--- config.mk ---
export PLATFORM = sky130hd
export DESIGN_NAME = dmem_dump_ctrl
export DESIGN_NICKNAME = d
export VERILOG_FILES = /design/src/rtl/dmem_dump_ctrl.sv
export SDC_FILE = /design/constraint.sdc
export NUM_CORES = 1
export LEC_CHECK = 0
export ABC_AREA = 1
export BUFFER_PORTS_ARGS = -buffer_cell sky130_fd_sc_hd__buf_2
export CAP_MARGIN = 5
export CORE_AREA = 2 2 153 155
export DETAILED_ROUTE_END_ITERATION = 8
export DIE_AREA = 0 0 155 157
export PLACE_DENSITY = 0.43
export SLEW_MARGIN = 15
export SYNTH_ARGS = -nofsm -noshare
export SYNTH_HDL_FRONTEND = slang
export SYNTH_SLANG_ARGS = --single-unit
--- constraint.sdc ---
create_clock -name CLOCK_50 -period 5.2 [get_ports CLOCK_50]
set_input_delay 0.26 -clock CLOCK_50 [delete_from_list [all_inputs] [get_ports CLOCK_50]]
set_output_delay 0.26 -clock CLOCK_50 [all_outputs]
set_load 0.01 [all_outputs]
--- src/rtl/dmem_dump_ctrl.sv ---
// Data-memory port controller: passes CPU accesses through when idle, and on a dump request
// stalls the CPU and streams every memory word out on a valid/ready interface.
module dmem_dump_ctrl #(
    parameter int unsigned N          = 64,
    parameter int unsigned DEPTH      = 32,
    parameter int unsigned BYTE_SHIFT = 3,
    localparam int unsigned IW        = (DEPTH > 1) ? $clog2(DEPTH) : 1
) (
    input  logic          CLOCK_50,
    input  logic          reset,
    input  logic [N-1:0]  DM_addr,
    input  logic [N-1:0]  DM_writeData,
    input  logic          DM_writeEnable,
    input  logic          dump,
    output logic          stall,
    output logic [N-1:0]  mem_addr,
    output logic [N-1:0]  mem_wdata,
    output logic          mem_we,
    input  logic [N-1:0]  mem_rdata,
    output logic          dump_valid,
    input  logic          dump_ready,
    output logic [N-1:0]  dump_data,
    output logic [IW-1:0] dump_index,
    output logic          dump_done
);

    typedef enum logic [1:0] {StIdle, StRead, StSend, StDone} state_e;

    localparam logic [IW-1:0] LastIdx = IW'(DEPTH - 1);

    state_e        state_q, state_d;
    logic [IW-1:0] idx_q, idx_d;
    logic [N-1:0]  data_q, data_d;
    logic [IW-1:0] index_q, index_d;
    logic          valid_q, valid_d;
    logic [N-1:0]  dump_addr;

    assign dump_addr = N'(idx_q) << BYTE_SHIFT;

    always_ff @(posedge CLOCK_50 or posedge reset) begin
        if (reset) begin
            state_q <= StIdle;
            idx_q   <= '0;
            data_q  <= '0;
            index_q <= '0;
            valid_q <= 1'b0;
        end else begin
            state_q <= state_d;
            idx_q   <= idx_d;
            data_q  <= data_d;
            index_q <= index_d;
            valid_q <= valid_d;
        end
    end

    always_comb begin
        state_d   = state_q;
        idx_d     = idx_q;
        data_d    = data_q;
        index_d   = index_q;
        valid_d   = valid_q;
        mem_addr  = dump_addr;
        mem_wdata = '0;
        mem_we    = 1'b0;
        dump_done = 1'b0;
        unique case (state_q)
            StIdle: begin
                // A CPU write in the request cycle still commits at this edge.
                mem_addr  = DM_addr;
                mem_wdata = DM_writeData;
                mem_we    = DM_writeEnable;
                if (dump) begin
                    state_d = StRead;
                    idx_d   = '0;
                end
            end
            StRead: begin
                data_d  = mem_rdata;
                index_d = idx_q;
                valid_d = 1'b1;
                state_d = StSend;
            end
            StSend: begin
                if (valid_q && dump_ready) begin
                    valid_d = 1'b0;
                    // Terminal check before increment so idx never wraps.
                    if (idx_q == LastIdx) begin
                        state_d = StDone;
                    end else begin
                        idx_d   = idx_q + IW'(1);
                        state_d = StRead;
                    end
                end
            end
            StDone: begin
                dump_done = 1'b1;
                if (!dump) begin
                    state_d = StIdle;
                end
            end
            default: state_d = StIdle;
        endcase
    end

    assign stall      = (state_q != StIdle);
    assign dump_valid = valid_q;
    assign dump_data  = data_q;
    assign dump_index = index_q;

endmodule

==> flow_summary_export.csv <==
group,metric,value,unit
run_status,outcome,"complete, no violations",
logic_synthesis,netlist-cell-type-count,21,
logic_synthesis,yosysSeqAreaShare,46.43,%
die,die_area,0.02434,mm^2
sta,rsz0062_at_grt,"false",
place,dp_hpwl,12.41,mm
grt,gr-total-overflow,0,
power,worst_ir_drop_vdd,0.2748,mV
place,place.gp.congestion,0.7486,
clocking,cts_max_level,3,
logic_synthesis,synth.area.top_cells,"dfrtp_1, inv_1, nor2_1, mux2_4, mux2_2",
cells_and_area,multiInputGateArea,0.001598,mm^2
die,start_util,18.44,%
setup_path,critPathMaxStageDelay,0.56,ns
setup_path,crit_arrival,2.58,ns
routing,drt-total-wl,15.44,mm
place,portBuffers,397,
cells_and_area,nets,1073,
sta,tightest_slew,0.9932,ns
worst_hold_path,min_from,"dump_ready",
power,powerDensity,555.4,mW/mm^2
clocking,cts.sinks,77,
clocking,cts_tree,"built",
sta,relSlewSlack,33.78,%
clocking,root_buffer,"clkbuf_16",
die,rows,55,
clocking,ctsResizeCount,0,
cells_and_area,drive_gt1_share,54.49,%
sta,clock_skew,0.009992,ns
routing,wl_per_cell,13.24,um
sta,fmax,352.6,MHz
clocking,cts_buffer_depth,2,
worst_hold_path,min_path_type,"in -> reg",
setup_path,cp_slowest_cell,"clkinv_2",
setup_path,cp_cell_sequence,"nor2_1 > buf_4 > clkinv_2 > buf_4 > nor2_1 > buf_2",
logic_synthesis,synthesis.area,0.004150,mm^2
routing,detail-route-antenna-nets,0,
routing,drc_errors,0,
clocking,cts_buffers,9,
setup_path,critPathBufInv,4,
setup_path,cp-start-kind,"register",
grt,antenna_found_initial,2,
clocking,hold_buffers,0,
cells_and_area,fill_cells,2410,
sta,timing.final.crit_share,54.53,%
clocking,clock_latency,0.34,ns
logic_synthesis,synth_area_leader_cell,"dfrtp_1",
setup_path,criticalPathCategory,"reg -> out",
logic_synthesis,ys_warn_count,0,
routing,drt_pass1_iterations,6,
setup_path,required,4.94,ns
logic_synthesis,synth_nets,682,
cells_and_area,syn_to_final_growth,61.95,%
sta,hold_viol_final,0,
logic_synthesis,avgSynthCellArea,8.593,um^2
setup_path,cp_max_fo,58,
place,placed_cell_area,0.006415,mm^2
die,coreArea,0.02250,mm^2
clocking,cts_setup_buffers,0,
sta,fin_hold_ws,0.1229,ns
grt,grt_pass1_vias,4206,
logic_synthesis,synthDominantCellAreaShare,46.43,%
cells_and_area,postLayoutCellArea,0.006721,mm^2
routing,drt-initial-drc-count,192,
grt,grt_first_pass_wirelength,22.33,mm
sta,finalCriticalPeriod,2.836,ns
cells_and_area,utilization,29.87,%
setup_path,cp-startpoint,"state_q[0]",
routing,vias_per_cell,3.649,
setup_path,endpoint_kind,"output port",
logic_synthesis,syn_inst,483,
grt,grt_max_degree,78,
die,die_h,157,um
setup_path,reg2reg_from,"state_q[0]",
die,io_pins,398,
setup_path,crit_family,"buffers and inverters",
run,drv_cap,0,
sta,drv_slew,0,
power,power.leakage,4.279,nW
sta,setup_tns,0,ns
power,p_total,3.733,mW
routing,vias,4255,
cells_and_area,area.sequential,0.001927,mm^2
die,fp.dieW,155,um
sta,final-setup-viol-count,0,
clocking,clkSlewWorstSetupHoldPaths,0.06,ns
grt,grt_use_total,11.89,%
logic_synthesis,ys_ff_latch,77,
## cell type report
class / instances / area share [%]
inverter: 135 / 7.576
clock inverter: 6 / 0.9308
multi-input combinational: 249 / 23.77
timing repair buffer: 402 / 30.12
clock buffer: 10 / 3.555
antenna: 2 / 0.07446
tap: 285 / 5.305
sequential: 77 / 28.67
## state kept, by name, indices dropped and copies added (netlist names)
name	cells
dump_data	64
dump_index	5
idx_q	5
state_q	2
dump_valid	1
## logic make-up after synthesis
family          after synthesis  synth area share, %
flops                        77                46.43
mux                          64                20.08
buf+inv                     157                15.25
simple gates                164                15.32
compound gates               19                2.322
fa+ha+maj                     2               0.6029
## synth_stat cells (all sizes together)
library cell and instances:
clkbuf 9, a21oi 2, a31oi 1, mux2 64, or2 1, ha 2
nand3 6, nand2 28, nor2 128, dfrtp 77, o21ai 16, buf 13
nand4 1, inv 135
## routing by layer
layer,routed length [um],track usage [%],vias up
met2,8052,21.54,212
met5,18,0,-
met3,1438,4.295,12
met4,148,3.351,2
li1,-,-,2187
met1,5778,13.09,1842
## placed cells by master, fill, tap and decap left out
| master | netlist | routed |
|---|---|---|
| dfrtp_1 | 77 | 77 |
| clkinv_2 | 0 | 5 |
| nor2_2 | 1 | 1 |
| nor2_1 | 127 | 127 |
| nand3_2 | 1 | 1 |
| nand2_1 | 28 | 27 |
| inv_1 | 134 | 133 |
| a21oi_1 | 2 | 2 |
| mux2_4 | 30 | 30 |
| bufinv_16 | 0 | 1 |
| clkbuf_8 | 0 | 1 |
| mux2_2 | 25 | 25 |
| clkbuf_16 | 0 | 9 |
| mux2_1 | 9 | 9 |
| clkinv_4 | 0 | 2 |
| nand4_1 | 1 | 1 |
| buf_4 | 1 | 5 |
| nand2_4 | 0 | 1 |
| buf_2 | 8 | 397 |
| a31oi_1 | 1 | 1 |
| o21ai_0 | 16 | 16 |
| diode_2 | 0 | 2 |
| ha_1 | 2 | 2 |
| or2_2 | 1 | 1 |
| nand3_1 | 5 | 5 |
## metrics by stage
step | std cells | setup slack (ns)
after floorplan | 483 | 2.973
after global placement | 1148 | 2.778
after CTS | 1164 | 2.372
after detailed placement | 1148 | 2.752
after global routing | 1165 | 2.142
final | 1166 | 2.364
## final timing paths
check / endpoint / slack, ns / depth (start not counted)
max: mem_wdata[61] / 2.36 / 6
min: dump_valid / 0.12 / 2
max reg2reg: dump_data[47] / 3.12 / 3
min reg2reg: dump_index[3] / 0.48 / 2
max in group asynchronous: dump_index[3] / 4.33 / 3
min in group asynchronous: dump_data[61] / 0.23 / 3
## power breakdown
part	switching (mW)	total [mW]	internal [mW]	leakage (nW)
Clock	0.253	0.637	0.384	0.152
Combinational	1.12	2.07	0.947	3.21
Sequential	0.147	1.03	0.883	0.918
Total	1.52	3.73	2.21	4.28
No activity file was read; power rests on OpenSTA's default activity.
